## src/rtl/barcode_render_pkg.sv

```systemverilog
// barcode_render_pkg: shared constants for the barcode pixel stage, the UART
// loader and the pattern ROM wrapper.
// Holds colour constants, ROM/counter widths, sync payload struct and the
// module-bit ordering (module m lives in byte m[6:3], bit m[2:0]).
package barcode_render_pkg;

  localparam int unsigned ROM_AW     = 5;
  localparam int unsigned MOD_IDX_W  = 7;
  localparam int unsigned PIX_CNT_W  = 4;
  localparam int unsigned BYTE_IDX_W = 4;
  localparam int unsigned BIT_SEL_W  = 3;
  localparam int unsigned RGB_W      = 24;

  localparam logic [RGB_W-1:0] RGB_BLACK  = 24'h000000;
  localparam logic [RGB_W-1:0] RGB_WHITE  = 24'hFFFFFF;
  localparam logic [RGB_W-1:0] RGB_GREY   = 24'h404040;
  localparam logic [RGB_W-1:0] RGB_BORDER = 24'hFF0000;
  localparam logic [RGB_W-1:0] RGB_OFF    = 24'h000000;

  typedef struct packed {
    logic hs;
    logic vs;
    logic de;
  } sync_t;

  // Byte of the pattern ROM that holds module m.
  function automatic logic [BYTE_IDX_W-1:0] mod_byte(input logic [MOD_IDX_W-1:0] m);
    return m[MOD_IDX_W-1:BIT_SEL_W];
  endfunction

  // Bit inside that byte.
  function automatic logic [BIT_SEL_W-1:0] mod_bit(input logic [MOD_IDX_W-1:0] m);
    return m[BIT_SEL_W-1:0];
  endfunction

endpackage

```

## src/rtl/barcode_region_tracker.sv

```systemverilog
// barcode_region_tracker: S1 of the barcode pipe. Detects the start of the
// bar region on a qualifying line and walks pixel/module counters across it.
// Ports:
//   clk, rst        pixel clock, async active-high reset
//   de, x, y        video valid and raster position from the timing stage
//   in_bar          current pixel lies inside the bar region
//   mod_idx         module index of the current pixel
module barcode_region_tracker
  import barcode_render_pkg::*;
#(
  parameter int BAR_X0  = 40,
  parameter int BAR_Y0  = 96,
  parameter int BAR_H   = 80,
  parameter int MOD_W   = 4,
  parameter int NUM_MOD = 95
) (
  input  logic                 clk,
  input  logic                 rst,
  input  logic                 de,
  input  logic [9:0]           x,
  input  logic [9:0]           y,
  output logic                 in_bar,
  output logic [MOD_IDX_W-1:0] mod_idx
);

  logic [PIX_CNT_W-1:0] pix_cnt;
  logic                 start;
  logic                 last_pix;
  logic                 last_mod;

  assign start    = de && (int'(x) == BAR_X0) &&
                    (int'(y) >= BAR_Y0) && (int'(y) < BAR_Y0 + BAR_H);
  assign last_pix = (pix_cnt == PIX_CNT_W'(MOD_W - 1));
  assign last_mod = (mod_idx == MOD_IDX_W'(NUM_MOD - 1));

  // Region counters; losing de kills the line so a truncated line never carries over.
  always_ff @(posedge clk or posedge rst) begin
    if (rst) begin
      in_bar  <= 1'b0;
      pix_cnt <= '0;
      mod_idx <= '0;
    end else if (!de) begin
      in_bar  <= 1'b0;
      pix_cnt <= '0;
      mod_idx <= '0;
    end else if (start) begin
      in_bar  <= 1'b1;
      pix_cnt <= '0;
      mod_idx <= '0;
    end else if (in_bar) begin
      if (last_pix) begin
        pix_cnt <= '0;
        if (last_mod) begin
          in_bar  <= 1'b0;
          mod_idx <= '0;
        end else begin
          mod_idx <= mod_idx + MOD_IDX_W'(1);
        end
      end else begin
        pix_cnt <= pix_cnt + PIX_CNT_W'(1);
      end
    end
  end

endmodule

```

## src/rtl/barcode_render.sv

```systemverilog
// barcode_render: pixel stage drawing a 1-D barcode from a double-banked
// pattern ROM inside a fixed rectangle, background elsewhere. Fixed 3-clock
// latency from in_* to out_*; the displayed bank swaps only at vsync start.
// Optional feature macro: BARCODE_BORDER_EN (red 2-pixel frame round the bar).
// Ports:
//   rgb_clk, rgb_rst          pixel clock, async active-high reset
//   in_hs/in_vs/in_de         sync and valid from the timing stage
//   in_x, in_y                raster position
//   bank_req                  bank the loader wants displayed (level)
//   rom_addr, rom_data        {bank, byte} address; data 1 clock later
//   out_hs/out_vs/out_de      syncs delayed by 3 clocks
//   out_rgb                   pixel colour
//   bank_cur                  bank currently displayed
module barcode_render
  import barcode_render_pkg::*;
#(
  parameter int              BAR_X0    = 40,
  parameter int              BAR_Y0    = 96,
  parameter int              BAR_H     = 80,
  parameter int              MOD_W     = 4,
  parameter int              NUM_MOD   = 95,
  parameter logic [RGB_W-1:0] BAR_RGB   = RGB_BLACK,
  parameter logic [RGB_W-1:0] SPACE_RGB = RGB_WHITE,
  parameter logic [RGB_W-1:0] BG_RGB    = RGB_GREY,
  parameter logic            VS_POL    = 1'b0
) (
  input  logic              rgb_clk,
  input  logic              rgb_rst,
  input  logic              in_hs,
  input  logic              in_vs,
  input  logic              in_de,
  input  logic [9:0]        in_x,
  input  logic [9:0]        in_y,
  input  logic              bank_req,
  output logic [ROM_AW-1:0] rom_addr,
  input  logic [7:0]        rom_data,
  output logic              out_hs,
  output logic              out_vs,
  output logic              out_de,
  output logic [RGB_W-1:0]  out_rgb,
  output logic              bank_cur
);

  sync_t                 sync_s1, sync_s2, sync_s3;
  logic                  bar_s1, bar_s2;
  logic [MOD_IDX_W-1:0]  mod_idx_s1;
  logic [BIT_SEL_W-1:0]  sel_s2;
  logic                  vs_start;
  logic [RGB_W-1:0]      rgb_next;

  barcode_region_tracker #(
    .BAR_X0 (BAR_X0),
    .BAR_Y0 (BAR_Y0),
    .BAR_H  (BAR_H),
    .MOD_W  (MOD_W),
    .NUM_MOD(NUM_MOD)
  ) u_tracker (
    .clk    (rgb_clk),
    .rst    (rgb_rst),
    .de     (in_de),
    .x      (in_x),
    .y      (in_y),
    .in_bar (bar_s1),
    .mod_idx(mod_idx_s1)
  );

  // ROM address from S1 so the word lands alongside S2.
  assign rom_addr = {bank_cur, mod_byte(mod_idx_s1)};

  // sync_s1.vs is last cycle's in_vs, giving the leading edge of the pulse.
  assign vs_start = (in_vs == VS_POL) && (sync_s1.vs != VS_POL);

  // Sync delay line matched to the pixel pipe, plus the vsync-gated bank swap.
  always_ff @(posedge rgb_clk or posedge rgb_rst) begin
    if (rgb_rst) begin
      sync_s1  <= '0;
      sync_s2  <= '0;
      sync_s3  <= '0;
      bank_cur <= 1'b0;
    end else begin
      sync_s1 <= '{hs: in_hs, vs: in_vs, de: in_de};
      sync_s2 <= sync_s1;
      sync_s3 <= sync_s2;
      if (vs_start) bank_cur <= bank_req;
    end
  end

`ifdef BARCODE_BORDER_EN
  localparam int BAR_X1 = BAR_X0 + NUM_MOD * MOD_W;
  localparam int BAR_Y1 = BAR_Y0 + BAR_H;

  logic border_s1, border_s2;
  logic in_outer, in_inner;

  assign in_outer = (int'(in_x) >= BAR_X0 - 2) && (int'(in_x) <= BAR_X1 + 1) &&
                    (int'(in_y) >= BAR_Y0 - 2) && (int'(in_y) <= BAR_Y1 + 1);
  assign in_inner = (int'(in_x) >= BAR_X0) && (int'(in_x) < BAR_X1) &&
                    (int'(in_y) >= BAR_Y0) && (int'(in_y) < BAR_Y1);

  // Frame ring only, so the inner rectangle stays owned by the tracker.
  always_ff @(posedge rgb_clk or posedge rgb_rst) begin
    if (rgb_rst) begin
      border_s1 <= 1'b0;
      border_s2 <= 1'b0;
    end else begin
      border_s1 <= in_de && in_outer && !in_inner;
      border_s2 <= border_s1;
    end
  end
`endif

  // S2: region flag and bit select meet the ROM word.
  always_ff @(posedge rgb_clk or posedge rgb_rst) begin
    if (rgb_rst) begin
      bar_s2 <= 1'b0;
      sel_s2 <= '0;
    end else begin
      bar_s2 <= bar_s1;
      sel_s2 <= mod_bit(mod_idx_s1);
    end
  end

  // Colour select: bar over border over background/blank.
  always_comb begin
    rgb_next = sync_s2.de ? BG_RGB : RGB_OFF;
`ifdef BARCODE_BORDER_EN
    if (border_s2) rgb_next = RGB_BORDER;
`endif
    if (bar_s2) rgb_next = rom_data[sel_s2] ? BAR_RGB : SPACE_RGB;
  end

  // S3: registered pixel.
  always_ff @(posedge rgb_clk or posedge rgb_rst) begin
    if (rgb_rst) out_rgb <= '0;
    else         out_rgb <= rgb_next;
  end

  assign out_hs = sync_s3.hs;
  assign out_vs = sync_s3.vs;
  assign out_de = sync_s3.de;

endmodule

```

## config.mk

```make
export PLATFORM = sky130hd
export DESIGN_NAME = barcode_render
export DESIGN_NICKNAME = d
export VERILOG_FILES = /design/src/rtl/barcode_render_pkg.sv /design/src/rtl/barcode_region_tracker.sv /design/src/rtl/barcode_render.sv
export SDC_FILE = /design/constraint.sdc
export NUM_CORES = 1
export LEC_CHECK = 0
export BUFFER_PORTS_ARGS = -buffer_cell sky130_fd_sc_hd__buf_2
export CAP_MARGIN = 20
export CORE_MARGIN = 10
export CORE_UTILIZATION = 41
export DETAILED_ROUTE_END_ITERATION = 12
export GPL_TIMING_DRIVEN = 1
export PLACE_DENSITY = 0.78
export SETUP_SLACK_MARGIN = 0.2
export SLEW_MARGIN = 10
export SYNTH_ARGS = -nofsm -noshare
export SYNTH_HDL_FRONTEND = slang
export SYNTH_SLANG_ARGS = --single-unit
export TNS_END_PERCENT = 1
```

## constraint.sdc

```tcl
create_clock -name rgb_clk -period 1.6 [get_ports rgb_clk]
set_input_delay 0.24 -clock rgb_clk [delete_from_list [all_inputs] [get_ports rgb_clk]]
set_output_delay 0.24 -clock rgb_clk [all_outputs]
set_load 0.01 [all_outputs]
```

==> summary.txt <==
Routing
  • Vias/cell: 4.87
  • Final WL: 3290 um
  • Detail Route Antenna Nets: 0
  • DR vias: about 1100
  • Post-DR wirelength/cell: between 10 and 15 um
  • TritonRoute pass-1 iters: 2
  • DRC viols: 0
  • Drt initial violations: 13

Die
  • Area of the die: between 6000 and 7000 um2
  • Core area: between 3000 and 4000 um2
  • Die height: between 70 and 80 um
  • Starting Density: about 42%
  • Cell Rows: 21
  • # IOs: 67
  • Die W: 78.7 um

Power
  • Leakage: 0.963 nW
  • PwrDens: 721 nW/um2
  • Max IR drop VDD: 0.000611 V

CTS
  • Clk slew on worst S/H paths: between 0.1 and 0.15 ns
  • CTS tree: done
  • Worst-skew pair later-pin latency: between 0.3 and 0.4 ns
  • H-tree Lvls: 1
  • TritonCTS Sinks: 28
  • CTS Buffer Depth: 2
  • Root buffer cell: clkbuf_4
  • Num CTS Buffers: 3

Worst hold path
  • Hold Path Sink: bank_cur$_DFFE_PP0P_
  • Tightest Hold Check Type: input pin to flip-flop
  • Critical hold path startpoint: bank_req
  • Hold path depth: 2

Synthesis
  • Fraction of synthesized cell area in xor and xnor cells: less than 1%
  • FFs w/ async S/R, synth: between 90% and 100%
  • EDFF count, synth: 0
  • Sequential-to-total area share from yosys stat: roughly half
  • Synth Net Count: between 150 and 200
  • Yosys reg bits: 28
  • Mean post-synth cell area: roughly 11 um2
  • Post-synthesis mux area share: roughly 4.7%
  • Synthesized area: about 1400 um2
  • Share of the synthesized area in the top cell type: around half
  • Synth top area cells: dfrtp_1 (50%), buf_4 (14%), a21oi_1 (3.2%)
  • Adder-cell share of the synthesized area: ~2.7%
  • Mapped Cells: roughly 130
  • Area leader, netlist: dfrtp_1
  • Combinational family with the most area after synthesis: simple AND/OR/NAND/NOR gates
  • Prevailing post-synth register cell: dfrtp_1
  • Yosys Warn Count: 0
  • Compound-Gate Fraction of Synth Area: under 10%
  • Simple-gate share of the synthesized area: between 10% and 20%
  • Synth unique cells: 35

Placed design
  • Post-DP Area: about 1700 um2
  • Port Buffers: 62
  • Setup WS pre-CTS: 0.00862 ns
  • RePlAce Congestion: 0.787
  • Hpwl dp: 2630 um

Worst setup path
  • Crit-path cells: inv_2 -> ha_4 -> nand2_4 -> or4b_4 -> a211oi_2 -> a211oi_2
  • Worst Path Buf+Inv: 1
  • Setup slack, reg-to-reg: -0.04 ns
  • Worst Setup Path Type: flip-flop to flip-flop
  • FF-to-FF End: u_tracker.mod_idx[3]$_DFFE_PP0P_
  • Most frequent CP cell: a211oi_2
  • Crit. End Element: flip-flop
  • Worst Reg-to-Reg Cells: 6
  • Max incr delay on CP: approximately 0.56 ns
  • Worst r2r src: u_tracker.mod_idx[0]$_DFFE_PP0P_
  • CP arrival: between 1.5 and 2 ns
  • Startpoint Class: flip-flop
  • Cell family with most CP delay: simple AND/OR/NAND/NOR gates
  • Worst Path Required: 1.83 ns
  • Slowest library cell on the worst path: or4b_4
  • CP Max Fanout: 4

Global route
  • Global-route wire length before repair: about 5400 um
  • Initial antenna violation count: 0
  • Largest net degree at the start of global routing: 29
  • Grt ovf: 0
  • Vias in the first global route: roughly 1100
  • Overall global routing resource usage: between 10 and 15%

Timing
  • Fmax: between 600 and 700 MHz
  • Setup TNS: -0.0396 ns
  • Worst slew margin: 70.2%
  • Setup WS post-layout: -0.0396 ns
  • Ratio of final minimum period to clock period: 102%
  • RSZ-0062 raised after global routing: yes
  • Hold Vio Cnt, Final: 0
  • Worst-Margin Slew: 0.441 ns
  • Crit path time final: about 1.6 ns
  • Final setup viols: 1
  • Max-slew violations: 0
  • Worst clock skew: about 0.0017 ns

Outcome
  • Status: finished with violations
  • Failing checks: setup timing

Layout
  • Ant diodes: 0
  • Share of layout cells above drive strength 1: a little over half
  • Layout Nets: 220
  • Area grow syn2layout: 29.1%
  • Most common cell after layout, fill and taps aside: buf_2
  • Final non-filler cell area: ~1800 um2
  • Commonest non-fill, non-tap cells in the layout: buf_2 (62), dfrtp_1 (27), buf_4 (12)

Run
  • Total of max-cap violations: 0
[cell families (layout without fill, tap and decap cells)]
logic type               count (synthesis)  in the layout
AO/OA/AOI/OAI                           19             19
XOR/XNOR                                 1              1
adder cells (fa/ha/maj)                  3              3
buffers and inverters                   34             88
flip-flops                              28             28
multiplexers                             4              4
AND/OR/NAND/NOR                         39             39
[flip-flops by register name (all words and copies together), names as in the netlist]
signal and count:
bank_cur 1, bar_s2 1, out_de 1, out_hs 1, out_rgb 2, out_vs 1
sel_s2 3, sync_s1 3, sync_s2 3, u_tracker.in_bar 1, u_tracker.mod_idx 7, u_tracker.pix_cnt 4
[stage by stage]
stage | power, mW | cells | hold slack, ns | util [%]
3_3_place_gp | 0.862 | 218 | 0.322 | 49.9
2_1_floorplan | 0.806 | 128 | 0.271 | -
4_1_cts | 1.32 | 224 | 0.000885 | 52.0
3_5_place_dp | 0.867 | 218 | 0.321 | 49.9
5_1_grt | 1.39 | 228 | 0.112 | 54.7
6_report | 1.32 | 228 | 0.142 | 54.7
[report_power, final]
| group | leakage (nW) | internal [mW] | total (mW) | switching (mW) |
|---|---|---|---|---|
| registers | 0.364 | 0.726 | 0.737 | 0.0106 |
| clock network | 0.0279 | 0.253 | 0.457 | 0.204 |
| logic | 0.571 | 0.0667 | 0.122 | 0.0556 |
| total | 0.963 | 1.05 | 1.32 | 0.270 |
[what timing repair did]
action | CTS | global route
endpoints found under the setup margin | 29 | 30
pin swaps | 0 | 9
endpoints found under the hold margin | 28 | 3
hold buffers | 1 | 3
setup buffers | 1 | 1
resized for setup | 1 | 12
[layer usage]
layer  vias up  wire [um]  GRT usage (%)
li1        537          -              -
met1       520       1260           11.3
met2        54       1530           16.4
met3         0        501           6.98
met4         0          0           1.61
met5         -          0              0
[synthesized netlist by cell type (all sizes together) (2+ instances only)]
cell and instances:
nor4b 3, inv 5, nor2b 2, nor2 3, nand4 3, nand2b 2
mux4 2, or3 2, nand2 9, nor3 2, o21ai 2, buf 28
and3 2, o211a 2, ha 3, nand3 5, a211oi 2, dfrtp 28
a21oi 9
[layout make-up]
cell class                 instances  area, um2
tap                               46       57.6
clock inverter                     1       30.0
timing repair buffer              79        460
inverter                           5       18.8
multi-input combinational         66        534
clock buffer                       3       22.5
fill                             305       1510
sequential                        28        702
[worst max-delay path by stage]
stage	from	to	slack (ns)	depth (start not counted)
floorplan	u_tracker.mod_idx[0]$_DFFE_PP0P_	u_tracker.mod_idx[3]$_DFFE_PP0P_	0.04	6
global placement	u_tracker.pix_cnt[0]$_DFFE_PP0P_	u_tracker.mod_idx[5]$_DFFE_PP0P_	0.06	5
detailed placement	u_tracker.mod_idx[0]$_DFFE_PP0P_	u_tracker.in_bar$_DFF_PP0_	0.009	6
CTS	u_tracker.mod_idx[0]$_DFFE_PP0P_	u_tracker.mod_idx[3]$_DFFE_PP0P_	0.01	6
global route	u_tracker.mod_idx[0]$_DFFE_PP0P_	u_tracker.mod_idx[3]$_DFFE_PP0P_	-0.11	6
finish	u_tracker.mod_idx[0]$_DFFE_PP0P_	u_tracker.mod_idx[3]$_DFFE_PP0P_	-0.04	6
[worst register-to-register path, stage by stage (launching register included)]
cell	delay (ns)
dfrtp_1	0.41
inv_2	0.08
ha_4	0.13
nand2_4	0.05
or4b_4	0.56
a211oi_2	0.27
a211oi_2	0.05
Power figures use the tool's default switching activity.
